<file path="config.mk">
export PLATFORM = sky130hd
export DESIGN_NAME = seq_mul_32
export DESIGN_NICKNAME = d
export VERILOG_FILES = /design/src/rtl/seq_mul_32_pkg.sv /design/src/rtl/seq_mul_32.sv
export SDC_FILE = /design/constraint.sdc
export NUM_CORES = 1
export LEC_CHECK = 0
export ABC_AREA = 1
export CORE_AREA = 2 2 186 152
export CTS_CLUSTER_DIAMETER = 200
export DETAILED_ROUTE_END_ITERATION = 8
export DIE_AREA = 0 0 188 154
export GPL_TIMING_DRIVEN = 0
export PLACE_DENSITY = 0.73
export SLEW_MARGIN = 0
export SYNTH_ARGS = -nofsm -noshare
export SYNTH_HDL_FRONTEND = slang
export SYNTH_SLANG_ARGS = --single-unit
</file>
<file path="constraint.sdc">
create_clock -name clk -period 14.3 [get_ports clk]
set_input_delay 4.29 -clock clk [delete_from_list [all_inputs] [get_ports clk]]
set_output_delay 4.29 -clock clk [all_outputs]
set_load 0.1 [all_outputs]
</file>
<file path="src/rtl/seq_mul_32_pkg.sv">
`default_nettype none
// ============================================================================
// Module      : seq_mul_32_pkg
// Description : Shared types and constants for the 32x32 sequential multiplier.
// Revision    : 1.0 - initial release
// ============================================================================
package seq_mul_32_pkg;

    localparam int c_data_w = 32;
    localparam int c_cnt_w  = 6;
    localparam int c_iter   = 32;

    localparam logic [c_cnt_w-1:0] c_last_iter = c_cnt_w'(c_iter - 1);
    localparam logic [c_cnt_w-1:0] c_cnt_one   = c_cnt_w'(1);

    typedef enum logic [1:0] {
        IDLE = 2'd0,
        RUN  = 2'd1,
        FIX  = 2'd2
    } state_t;

    // 0x80000000 maps to 0x80000000, which is 2^31 read as unsigned.
    function automatic logic [c_data_w-1:0] mag(input logic [c_data_w-1:0] v);
        return v[c_data_w-1] ? (~v + c_data_w'(1)) : v;
    endfunction

endpackage
`default_nettype wire

</file>
<file path="src/rtl/seq_mul_32.sv">
`default_nettype none
// ============================================================================
// Module      : seq_mul_32
// Description : Radix-2 shift-add 32x32 signed multiplier, fixed 34-edge
//               latency. Optional macro SEQ_MUL_UNSIGNED_EN adds unsigned_op.
// Revision    : 1.0 - initial release
// ============================================================================
module seq_mul_32
    import seq_mul_32_pkg::*;
(
    input  logic                clk,
    input  logic                reset,
    input  logic                start,
    input  logic [c_data_w-1:0] S_MUL,
    input  logic [c_data_w-1:0] T_MUL,
`ifdef SEQ_MUL_UNSIGNED_EN
    input  logic                unsigned_op,
`endif
    output logic [c_data_w-1:0] Y_HI,
    output logic [c_data_w-1:0] Y_LO,
    output logic                N_MUL,
    output logic                Z_MUL,
    output logic                busy,
    output logic                done
);

    state_t                    r_state;
    state_t                    w_state_nxt;
    logic [c_data_w-1:0]       r_mcand;
    logic [c_data_w-1:0]       r_mplier;
    logic                      r_sign;
    logic [2*c_data_w-1:0]     r_acc;
    logic [c_cnt_w-1:0]        r_cnt;
    logic [c_data_w-1:0]       r_y_hi;
    logic [c_data_w-1:0]       r_y_lo;
    logic                      r_n;
    logic                      r_z;
    logic                      r_done;

    logic                      w_accept;
    logic [c_data_w-1:0]       w_op_mcand;
    logic [c_data_w-1:0]       w_op_mplier;
    logic                      w_op_sign;
    logic [c_data_w-1:0]       w_addend;
    logic [c_data_w:0]         w_sum;
    logic [2*c_data_w-1:0]     w_prod;

    assign w_accept = (r_state == IDLE) && start;

`ifdef SEQ_MUL_UNSIGNED_EN
    assign w_op_mcand  = unsigned_op ? S_MUL : mag(S_MUL);
    assign w_op_mplier = unsigned_op ? T_MUL : mag(T_MUL);
    assign w_op_sign   = unsigned_op ? 1'b0  : (S_MUL[c_data_w-1] ^ T_MUL[c_data_w-1]);
`else
    assign w_op_mcand  = mag(S_MUL);
    assign w_op_mplier = mag(T_MUL);
    assign w_op_sign   = S_MUL[c_data_w-1] ^ T_MUL[c_data_w-1];
`endif

    // The single 33-bit adder: carry out becomes the new top bit after the shift.
    assign w_addend = r_mplier[0] ? r_mcand : '0;
    assign w_sum    = {1'b0, r_acc[2*c_data_w-1:c_data_w]} + {1'b0, w_addend};
    assign w_prod   = r_sign ? (~r_acc + (2*c_data_w)'(1)) : r_acc;

    always_ff @(posedge clk or posedge reset) begin
        if (reset) begin
            r_state <= IDLE;
        end else begin
            r_state <= w_state_nxt;
        end
    end

    always_comb begin
        w_state_nxt = r_state;
        case (r_state)
            IDLE:    if (start) w_state_nxt = RUN;
            RUN:     if (r_cnt == c_last_iter) w_state_nxt = FIX;
            FIX:     w_state_nxt = IDLE;
            default: w_state_nxt = IDLE;
        endcase
    end

    always_ff @(posedge clk or posedge reset) begin
        if (reset) begin
            r_mcand  <= '0;
            r_mplier <= '0;
            r_sign   <= 1'b0;
            r_acc    <= '0;
            r_cnt    <= '0;
            r_y_hi   <= '0;
            r_y_lo   <= '0;
            r_n      <= 1'b0;
            r_z      <= 1'b0;
            r_done   <= 1'b0;
        end else begin
            r_done <= (r_state == FIX);
            if (w_accept) begin
                r_mcand  <= w_op_mcand;
                r_mplier <= w_op_mplier;
                r_sign   <= w_op_sign;
                r_acc    <= '0;
                r_cnt    <= '0;
            end else if (r_state == RUN) begin
                r_acc    <= {w_sum, r_acc[c_data_w-1:1]};
                r_mplier <= {1'b0, r_mplier[c_data_w-1:1]};
                r_cnt    <= r_cnt + c_cnt_one;
            end else if (r_state == FIX) begin
                r_y_hi <= w_prod[2*c_data_w-1:c_data_w];
                r_y_lo <= w_prod[c_data_w-1:0];
                r_n    <= w_prod[2*c_data_w-1];
                r_z    <= (w_prod == '0);
            end
        end
    end

    assign Y_HI  = r_y_hi;
    assign Y_LO  = r_y_lo;
    assign N_MUL = r_n;
    assign Z_MUL = r_z;
    assign busy  = (r_state != IDLE);
    assign done  = r_done;

endmodule
`default_nettype wire
</file>
* After elaboration in Yosys (flattened, before gate mapping) *
Index checks and enable logic that the tools add are counted.

word-level totals
  register bits = 204
  bits in latches = 0
  bits in writable memories = 0
  bits in read-only memories = 0
  bits of input ports = 67
  output and inout port bits = 68
  logic and storage cells = 47
  memories kept = 0

operators by class
  $add $sub $neg = 5
  multipliers = 0
  div/mod/pow operators = 0
  $lt $le $gt $ge = 0
  eq/ne operators = 5
  shifts and indexed selects = 0
  multiplexer cells = 13
  bitwise logic cells = 6
  reductions and logical operators = 7

operators with widths
  kind                   number
  $mux 64                3
  $mux 32                5
  $add 32x1->32 const B  2
  $add 64x1->64 const B  1
  $logic_not 64->1       1
  $not 32->32            2
  $not 64->64            1
  $add 32x32->33         1
  $mux 6                 2
  $add 6x1->6 const B    1
  $eq 6x5->1 const B     1
  $mux 2                 2
  $ne 2x2->1 const B     2
  $pmux 2 s2             1
  $reduce_bool 2->1      2
  $reduce_and 3->1       1
  $eq 2x1->1 const B     1
  $eq 2x2->1 const B     1
  $logic_not 2->1        1
  $not 1->1              2
  $reduce_and 2->1       1
  $logic_and 1x1->1      1
  $xor 1x1->1            1

* Depth between registers and ports, before layout *
  word-level depth = 4
  mapped depth = 20

* Least setup slack after synthesis *
OpenSTA, ideal clock, no wires.

  path type = input port to flip-flop
  from = in T_MUL[0]
  to = reg r_mplier[26]
  library setup time = 0.121 ns
  arrival = 5.578 ns
  setup slack = 8.601 ns
  cell stages on the path = 12
  buffers on the path = 0
  cell sequence = inv_2 ha_1 nand3_2 nor3_2 nand4_1 inv_1 nand3_1 o21ai_2 xor2_1 nand2_1 nand2_1 o21ai_1

between the ends
  word-level cells in the longest chain between the ends = 4

ends and longest elaborated chain
  element               RTL line              text
  from (decl)           seq_mul_32.sv:15      input logic [c_data_w-1:0] T_MUL,
  $not 32->32           seq_mul_32_pkg.sv:24  return v[c_data_w-1] ? (~v + c_data_w'(1)) : v;
  $add 32x1->32         seq_mul_32_pkg.sv:24
  $mux 32               seq_mul_32_pkg.sv:24
  $mux 32               seq_mul_32.sv:97      if (w_accept) begin
  to (signal assigned)  seq_mul_32.sv:99      r_mplier <= w_op_mplier;
  to (signal assigned)  seq_mul_32.sv:105     r_mplier <= {1'b0, r_mplier[c_data_w-1:1]};
  to (decl)             seq_mul_32.sv:30      logic [c_data_w-1:0] r_mplier;

No other way between the ends.
A chain may end at the register's enable or synchronous reset.

* Final worst setup path *
  from = reg r_y_hi[31], in the netlist Y_HI[31]
  to = out Y_HI[31]

RTL lines
  element                 RTL line           text
  from (decl)             seq_mul_32.sv:34   logic [c_data_w-1:0] r_y_hi;
  from (signal assigned)  seq_mul_32.sv:108  r_y_hi <= w_prod[2*c_data_w-1:c_data_w];
  to (decl)               seq_mul_32.sv:19   output logic [c_data_w-1:0] Y_HI,

No word-level cell between the ends.

==> impl_metrics.tcl <==
set metrics [dict create \
    slew_headroom 0.333 \
    io_buffer_count 134 \
    layout-drive-gt1-share 0.0566 \
    track_usage 0.331 \
    antenna_found_initial 0 \
    max_freq_ghz 0.155 \
    synthToLayoutAreaGrowth_pct 18.8 \
    power.density_nw_per_um2 254 \
    yosys_warnings 0 \
    dp_hpwl_microns 37500 \
    die_h_microns 154 \
    p_leak_nw 8.00 \
    synth_edf_count 0 \
    crit_fanout 3 \
    ios 135 \
    drc 0 \
    finalSetupViolations 0 \
    clk_path_buf_depth 3 \
    htreeDepth 1 \
    rows 54 \
    synth_compound_area_frac 0.161 \
    r2r_start "r_mplier[0]" \
    synthMuxAreaShare 0 \
    place_congestion 0.990 \
    die-area_sq_um 29000 \
    grt_pass1_vias 13700 \
    arrival_ns 2.14 \
    synth_fp_nets 2159 \
    cts-resized-gates 0 \
    end_kind "output pin" \
    register_area_sq_um 5080 \
    grt_pass1_wl_microns 75300 \
    rsz0062_at_grt "no" \
    holdWs_ns 0.426 \
    multi_input_area_sq_um 7610 \
    cts_setup_buffers 0 \
    synth_fa_ha_area_frac 0.0348 \
    cts_tree "built" \
    cp_cell_sequence "buf_4 > clkdlybuf4s50_1" \
    yosysTopAreaCell "dfrtp_1" \
    core_sq_um 27000 \
    clk_latency_ns 0.52 \
    period_minus_slack_ns 6.43 \
    nFillCells 2601 \
    slew_violations 0 \
    ctsHoldBuffers 0 \
    worst_pin_slew_ns 0.997 \
    fin_nets 2319 \
    die_x_microns 188 \
    status "finished, final reports clean" \
    vias_per_cell 5.58 \
    root_buffer "clkbuf_16" \
    overflow 0 \
    synth-seq-area-share 0.366 \
    critPathKind "flop to output pin" \
    tns_ns 0 \
    synth_top_family_by_area "simple AND/OR/NAND/NOR gates" \
    finalHoldViolations 0 \
    crit_start "Y_HI[31]" \
    via_count 14500 \
    slowest_stage "clkdlybuf4s50_1" \
    skew_ns 0.0226 \
    drtIter0Drc 1545 \
    ys.flop_type "dfrtp_1" \
    cts.sink_count 203 \
    synth.distinct_cells 51 \
    netlist_area_sq_um 13900 \
    fin_crit_sh 0.450 \
    cp_num_buf_inv 2 \
    antenna_left 0 \
    hold_path_class "flop to flop" \
    fin_ws_ns 7.87 \
    yosysMostFrequentCell "nand2_1" \
    grt_max_degree 128 \
    ys_ff_latch 203 \
    cts.clk_slew.worst_paths_ns 0.06 \
    hp-start "r_cnt[5]" \
    syn_avg_cell_area_sq_um 6.75 \
    dr.pass1.iters 6 \
    start_kind "flop" \
    cpLargestDelayFamily "buffers and inverters" \
    yosys.area_share.xor_xnor 0.0297 \
    routedWlPerCell_microns 18.3 \
    worstPathRequired_ns 10.01 \
    drv_cap 0 \
    max_stage_delay_ns 1.12 \
    async_flop_share 1.00 \
    synth_simple_gate_area_frac 0.323 \
    finalWirelength_microns 47600 \
    initial_core_util 0.514 \
    pre_cts_ws_ns 7.66 \
    synth.area.top_cells "dfrtp_1, nand2_1, nor2_1" \
    ir_worst_vdd_mv 0.152 \
    synth_top_area_frac 0.366 \
    synth_commonest_cells "nand2_1, nor2_1, inv_1, dfrtp_1, o21ai_0" \
    cts_buffers 23 \
    netlist_instances 2054 \
    antenna_cells 0 \
]
## cell families after synthesis
group | Yosys count
buf+inv | 304
simple gates | 1073
compound gates | 389
flops | 203
xor+xnor | 47
fa+ha+maj | 38
## routing by layer
metal	GRT usage	wire, microns	vias up
met1	0.483	22100	6701
met3	0.0614	4220	79
met2	0.495	19600	655
li1	-	-	7021
met5	0	0	-
met4	0.110	1670	0
## state kept, by name, indices dropped and copies added, names as in the netlist
| signal | flops |
|---|---|
| r_cnt | 6 |
| Y_HI | 32 |
| r_sign | 1 |
| r_mplier | 32 |
| r_acc | 64 |
| r_state | 2 |
| Y_LO | 32 |
| Z_MUL | 1 |
| r_mcand | 32 |
| done | 1 |
## area by class of cell
type / instances / share of cell area
clock buffer: 30 / 0.0390
inverter: 235 / 0.0540
buffer: 69 / 0.0182
tap: 364 / 0.0277
sequential: 203 / 0.308
multi-input combinational: 1547 / 0.462
timing repair buffer: 135 / 0.0831
clock inverter: 9 / 0.00775
## metrics by stage
| stage | util | cells | instance area [sq um] | power (mW) |
|---|---|---|---|---|
| finish | 0.611 | 2592 | 16500 | 4.19 |
| detailed placement | 0.582 | 2553 | 15700 | 3.52 |
| floorplan | - | 2054 | 13900 | 2.77 |
| global placement | 0.581 | 2552 | 15700 | 3.48 |
| CTS | 0.611 | 2592 | 16500 | 4.14 |
| global route | 0.611 | 2592 | 16500 | 4.48 |
## cells in the final DEF (no fill, tap or decap), types with 13 or more instances in the layout
master / n
nand2_1: 585
nor2_1: 275
inv_1: 219
dfrtp_1: 203
o21ai_0: 165
clkdlybuf4s50_1: 134
nand3_1: 121
a21oi_1: 77
o22ai_1: 54
clkbuf_1: 51
ha_1: 37
a31oi_1: 36
xor2_1: 34
clkbuf_16: 23
nor3_1: 20
nand2_2: 17
inv_2: 13
xnor2_1: 13
## where the power goes
group	total [mW]	leakage (nW)	internal [mW]	switching (mW)
sequential	1.03	2.62	0.810	0.224
clock	0.614	0.370	0.368	0.245
combinational	2.54	5.01	0.712	1.83
total	4.19	8.00	1.89	2.30
## path summary, 6_finish.rpt
path	to	slack (ns)	cells past startpoint
worst min register to register	r_state[1]	0.43	1
max in group asynchronous	Y_LO[24]	8.98	3
worst max-delay path	Y_HI[31]	7.87	2
worst min-delay path	r_state[1]	0.43	1
worst max register to register	r_acc[53]	10.72	20
min in group asynchronous	r_mplier[3]	4.25	2
(Power assumes the default switching activity.)
